===== src/rtl/exp2_pkg.sv =====
// exp2_pkg: shared widths and state encoding for the exp2/log2 datapaths.
//
// Contents:
//   BIT_INT, BIT_FRAC, BIT_OUT  default exponent and result widths
//   ACC_W                       shifter accumulator width (BIT_OUT+BIT_FRAC)
//   MAX_OUT                     all-ones result, used as the saturated value
//   state_e                     FSM encoding {IDLE, SHIFT}
package exp2_pkg;

    localparam int BIT_INT  = 4;
    localparam int BIT_FRAC = 4;
    localparam int BIT_OUT  = 12;
    localparam int ACC_W    = BIT_OUT + BIT_FRAC;

    localparam logic [BIT_OUT-1:0] MAX_OUT = {BIT_OUT{1'b1}};

    typedef enum logic [0:0] {
        IDLE  = 1'b0,
        SHIFT = 1'b1
    } state_e;

endpackage


===== src/rtl/exp2_seq.sv =====
// exp2_seq: serial Mitchell antilog, DatOut ~= 2^(i.f) = 2^i * (1 + f).
//
// The mantissa {1, f} is loaded into an accumulator and shifted left once
// per clock, i times. The integer part of the result is the upper BIT_OUT
// bits of the accumulator.
//
// Handshake: a request is accepted on any rising edge where Start=1 and
// Ready=1 (Ready is high only in IDLE); DatIn is sampled on that edge only.
// Valid pulses for one cycle when DatOut/Ovf are updated, i+1 clocks after
// acceptance. Valid and Ready are both high in that cycle, so a new request
// can be accepted back-to-back. Start while busy is ignored.
//
// Ports:
//   Clk          clock
//   Rst_n        asynchronous active-low reset
//   Start        request strobe
//   DatIn        exponent, [BIT_INT+BIT_FRAC-1:BIT_FRAC]=i, [BIT_FRAC-1:0]=f
//   Ready        high while idle
//   Valid        one-cycle completion pulse
//   DatOut       result, held until the next completion
//   Ovf          overflow flag, held with DatOut
//   o_dbg_state  current FSM state (0=IDLE, 1=SHIFT)
//
// Build option: define EXP2_SAT_EN to saturate DatOut to all ones and raise
// Ovf when i >= BIT_OUT. Without it the truncated accumulator slice is
// output and Ovf is tied low.
module exp2_seq #(
    parameter int BIT_INT  = exp2_pkg::BIT_INT,
    parameter int BIT_FRAC = exp2_pkg::BIT_FRAC,
    parameter int BIT_OUT  = exp2_pkg::BIT_OUT
) (
    input  logic                        Clk,
    input  logic                        Rst_n,
    input  logic                        Start,
    input  logic [BIT_INT+BIT_FRAC-1:0] DatIn,
    output logic                        Ready,
    output logic                        Valid,
    output logic [BIT_OUT-1:0]          DatOut,
    output logic                        Ovf,
    output logic [0:0]                  o_dbg_state
);
    import exp2_pkg::*;

    localparam int ACC_LW = BIT_OUT + BIT_FRAC;

    localparam logic [0:0] S_IDLE  = IDLE;
    localparam logic [0:0] S_SHIFT = SHIFT;

    logic [0:0]          r_state;
    logic [ACC_LW-1:0]   r_acc;
    logic [BIT_INT-1:0]  r_cnt;
    logic                r_valid;
    logic [BIT_OUT-1:0]  r_dat_out;

    logic [BIT_INT-1:0]  w_int;
    logic [BIT_FRAC-1:0] w_frac;
    logic [ACC_LW-1:0]   w_acc_init;
    logic [BIT_OUT-1:0]  w_result;

    assign w_int  = DatIn[BIT_INT+BIT_FRAC-1:BIT_FRAC];
    assign w_frac = DatIn[BIT_FRAC-1:0];

    // Implicit leading one sits just above the fraction bits.
    assign w_acc_init = {{(ACC_LW-BIT_FRAC-1){1'b0}}, 1'b1, w_frac};
    assign w_result   = r_acc[ACC_LW-1:BIT_FRAC];

`ifdef EXP2_SAT_EN
    localparam logic [BIT_OUT-1:0] SAT_VAL = {BIT_OUT{1'b1}};

    logic r_ovf_sticky;
    logic r_ovf;
`endif

    always_ff @(posedge Clk or negedge Rst_n) begin
        if (!Rst_n) begin
            r_state   <= S_IDLE;
            r_acc     <= '0;
            r_cnt     <= '0;
            r_valid   <= 1'b0;
            r_dat_out <= '0;
`ifdef EXP2_SAT_EN
            r_ovf_sticky <= 1'b0;
            r_ovf        <= 1'b0;
`endif
        end else begin
            r_valid <= 1'b0;
            case (r_state)
                S_IDLE: begin
                    if (Start) begin
                        r_acc   <= w_acc_init;
                        r_cnt   <= w_int;
                        r_state <= S_SHIFT;
`ifdef EXP2_SAT_EN
                        r_ovf_sticky <= 1'b0;
`endif
                    end
                end
                S_SHIFT: begin
                    if (r_cnt != '0) begin
                        r_acc <= {r_acc[ACC_LW-2:0], 1'b0};
                        r_cnt <= r_cnt - 1'b1;
`ifdef EXP2_SAT_EN
                        // A one leaving the MSB means the result exceeds BIT_OUT bits.
                        if (r_acc[ACC_LW-1]) begin
                            r_ovf_sticky <= 1'b1;
                        end
`endif
                    end else begin
                        r_valid <= 1'b1;
                        r_state <= S_IDLE;
`ifdef EXP2_SAT_EN
                        r_dat_out <= r_ovf_sticky ? SAT_VAL : w_result;
                        r_ovf     <= r_ovf_sticky;
`else
                        r_dat_out <= w_result;
`endif
                    end
                end
                default: begin
                    r_state <= S_IDLE;
                end
            endcase
        end
    end

    assign Ready       = (r_state == S_IDLE);
    assign Valid       = r_valid;
    assign DatOut      = r_dat_out;
    assign o_dbg_state = r_state;

`ifdef EXP2_SAT_EN
    assign Ovf = r_ovf;
`else
    assign Ovf = 1'b0;
`endif

endmodule


===== config.mk =====
export PLATFORM = sky130hd
export DESIGN_NAME = exp2_seq
export DESIGN_NICKNAME = d
export VERILOG_FILES = /design/src/rtl/exp2_pkg.sv /design/src/rtl/exp2_seq.sv
export SDC_FILE = /design/constraint.sdc
export NUM_CORES = 1
export LEC_CHECK = 0
export ABC_AREA = 0
export CORE_UTILIZATION = 50
export DETAILED_ROUTE_END_ITERATION = 8
export GPL_ROUTABILITY_DRIVEN = 0
export GPL_TIMING_DRIVEN = 0
export PLACE_DENSITY = 0.78
export SLEW_MARGIN = 0
export SYNTH_ARGS = -nofsm -noshare
export SYNTH_HDL_FRONTEND = slang
export SYNTH_SLANG_ARGS = --single-unit

===== constraint.sdc =====
create_clock -name Clk -period 2 [get_ports Clk]
set_input_delay 0.2 -clock Clk [delete_from_list [all_inputs] [get_ports Clk]]
set_output_delay 0.2 -clock Clk [all_outputs]
set_load 0.02 [all_outputs]

==> flow_summary.ini <==
[sta]
fin_setup_tns_ns = 0
rsz0062_at_grt = false
fin_crit_ns = 1.855
slew_violations = 0
period_share_pct = 92.76
finClkSkew_ns = 0.01469
max_freq_ghz = 0.5390
hold_viol = 0
tightest_slew_ns = 0.7239
setup_viol = 0
relSlewSlack_pct = 51.74

[floorplan]
std_cell_rows = 18
core_mm2 = 0.002567
die_height_um = 55.27
die_w_um = 55.27
io_pins = 27
dieArea_mm2 = 0.003055
start_util_pct = 55.26

[placed_design]
io_buffer_count = 25
place_inst = 163
dp_hpwl_um = 1791

[cts]
cts_resized = 0
cts.sinks = 34
cts_tree = yes
clkTransAtPathRegs_ns = 0.11
h-tree-depth = 2
numCtsBuffers = 5
holdBufCountCts = 1
clock-root-buffer = clkbuf_4
post_cts_buffers = 0
clock_path_buffers = 2
clock_latency_ns = 0.33

[run]
maxCapViolations = 0

[worst_setup_path]
cp_cell_sequence = buf_6 > clkinv_1 > clkdlybuf4s50_1
cp_data_required_time_ns = 1.80
cp_top_family = buffers and inverters
critPathArrivalTime_ns = 1.66
critPathKind = flop to output pin
crit_path_top_delay_cell = clkdlybuf4s50_1
critPathMaxFanout = 9
slowest_delay_ns = 0.60
worst-path-buf-inv = 3
crit_path_start_kind = flop
endpoint_kind = output pin

[power]
ir_worst_vdd_mv = 1.034
total_leakage_power_nw = 0.8586
power_mw = 2.807
powerDensity_mw_per_mm2 = 1581

[route]
drc_errors = 0
final_antenna_net_count = 0
drt-total-wl_um = 2597
dr.pass1.iters = 2
viasPerCell = 5.401
drtIter0Drc = 13
wl_per_cell_um = 15.10
via_count = 929

[synthesis]
synth_ff_type = dfrtp_1
synth_nets = 121
netlist_area_mm2 = 0.001419
ys_seq_elements = 34
synth_seq_area_share_pct = 59.96
synth_cell_types = 25
synth_edf_count = 0
syn_area_per_cell_um2 = 13.14
synthCells = 108
yosys_warnings = 0
postSynth.asyncResetShare_pct = 100.0

[finish]
drive_above_1_share_pct = 20.42
finalNetCount = 154
area_growth_pct = 25.13
antennaDiodeCount = 0
final_common_cell = dfrtp_1
instances_no_fill = 172
final_cell_mix = 34 x dfrtp_1, 24 x clkdlybuf4s50_1, 12 x mux2_2, 11 x a22o_1, 8 x o21ai_0

[grt]
grt_antenna_before_repair = 0
grt_overflow = 0
grt_pass1_wl_um = 4616
grt_pass1_vias = 990
grt_max_degree = 35
gr-usage-all-layers_pct = 19.55

[status]
status = finished clean

[hold_path]
min_path_type = input pin to async pin
layout make-up:
class                   count  area (um^2)
plain buffers               7        56.30
clock buffers               6        51.30
clock inverters             2        12.51
fillers                   191        792.0
inverters                   7        26.28
multi-input cells          60        485.5
flip-flops and latches     34        850.8
well taps                  30        37.54
repair buffers             26        255.2
cells in the mapped netlist, types with 2 or more instances:
| master | instances | share of area (%) |
|---|---|---|
| a21oi_1 | 2 | 0.71 |
| a22o_1 | 11 | 6.8 |
| a2bb2oi_1 | 2 | 1.2 |
| buf_2 | 3 | 1.1 |
| buf_6 | 3 | 2.4 |
| dfrtp_1 | 34 | 60 |
| ha_1 | 2 | 1.8 |
| inv_1 | 6 | 1.6 |
| mux2_2 | 12 | 9.5 |
| mux2i_1 | 6 | 4.2 |
| nand2_1 | 2 | 0.53 |
| nor2_1 | 2 | 0.53 |
| o21ai_0 | 8 | 2.8 |
| o21ai_1 | 4 | 1.4 |
path summary, 6_finish.rpt:
path	start	endpoint	slack (ns)	depth (start not counted)
max	o_dbg_state	Ready	0.14	3
min	Rst_n	r_cnt[2]	0.44	2
max reg2reg	r_cnt[0]	r_acc[6]	0.25	7
min reg2reg	r_acc[3]	r_acc[4]	0.50	2
max in group asynchronous	Rst_n	DatOut[0]	1.09	2
min in group Clk	DatIn[0]	r_acc[0]	0.44	3
sequential cells by signal, indices dropped and copies added, names as in the netlist:
signal       flops
o_dbg_state      1
r_cnt            4
DatOut          12
Valid            1
r_acc           16
worst reg2reg max path, cell delays in order (launching register included):
cell      delay [ns]
dfrtp_1         0.39
inv_1           0.08
ha_1            0.23
and4bb_4        0.22
or2_1           0.23
buf_6           0.14
buf_6           0.14
a22o_1          0.23
stage by stage:
stage	setup slack [ns]	instance area [um^2]	util (%)	hold slack [ns]
2_1_floorplan	0.3789	1419	-	-0.09559
3_3_place_gp	0.07088	1707	66.47	0.4821
3_5_place_dp	0.2062	1702	66.28	0.3022
4_1_cts	0.1416	1775	69.15	0.4335
5_1_grt	0.06997	1775	69.15	0.4377
6_report	0.1449	1775	69.15	0.4382
cells by family after synthesis:
family | count (synthesis) | synth area share (%)
compound gates | 29 | 14.11
mux | 18 | 13.76
other cells | 1 | 0.2643
simple gates | 10 | 4.322
fa+ha+maj | 2 | 1.763
buf+inv | 14 | 5.819
flops | 34 | 59.97
report_power, final:
| part | switching (mW) | total, mW | internal (mW) | leakage [nW] |
|---|---|---|---|---|
| logic | 0.622 | 1.28 | 0.656 | 0.383 |
| registers | 0.174 | 1.13 | 0.954 | 0.441 |
| clock network | 0.232 | 0.401 | 0.169 | 0.0343 |
routing by layer:
metal,track usage (%),vias up,part of all wire (%)
met5,0,-,0
li1,-,449,-
met4,7.857,0,1.4
met2,31.33,21,49
met1,25.31,454,47
met3,5.152,5,3.4
(Power assumes the default switching activity.)
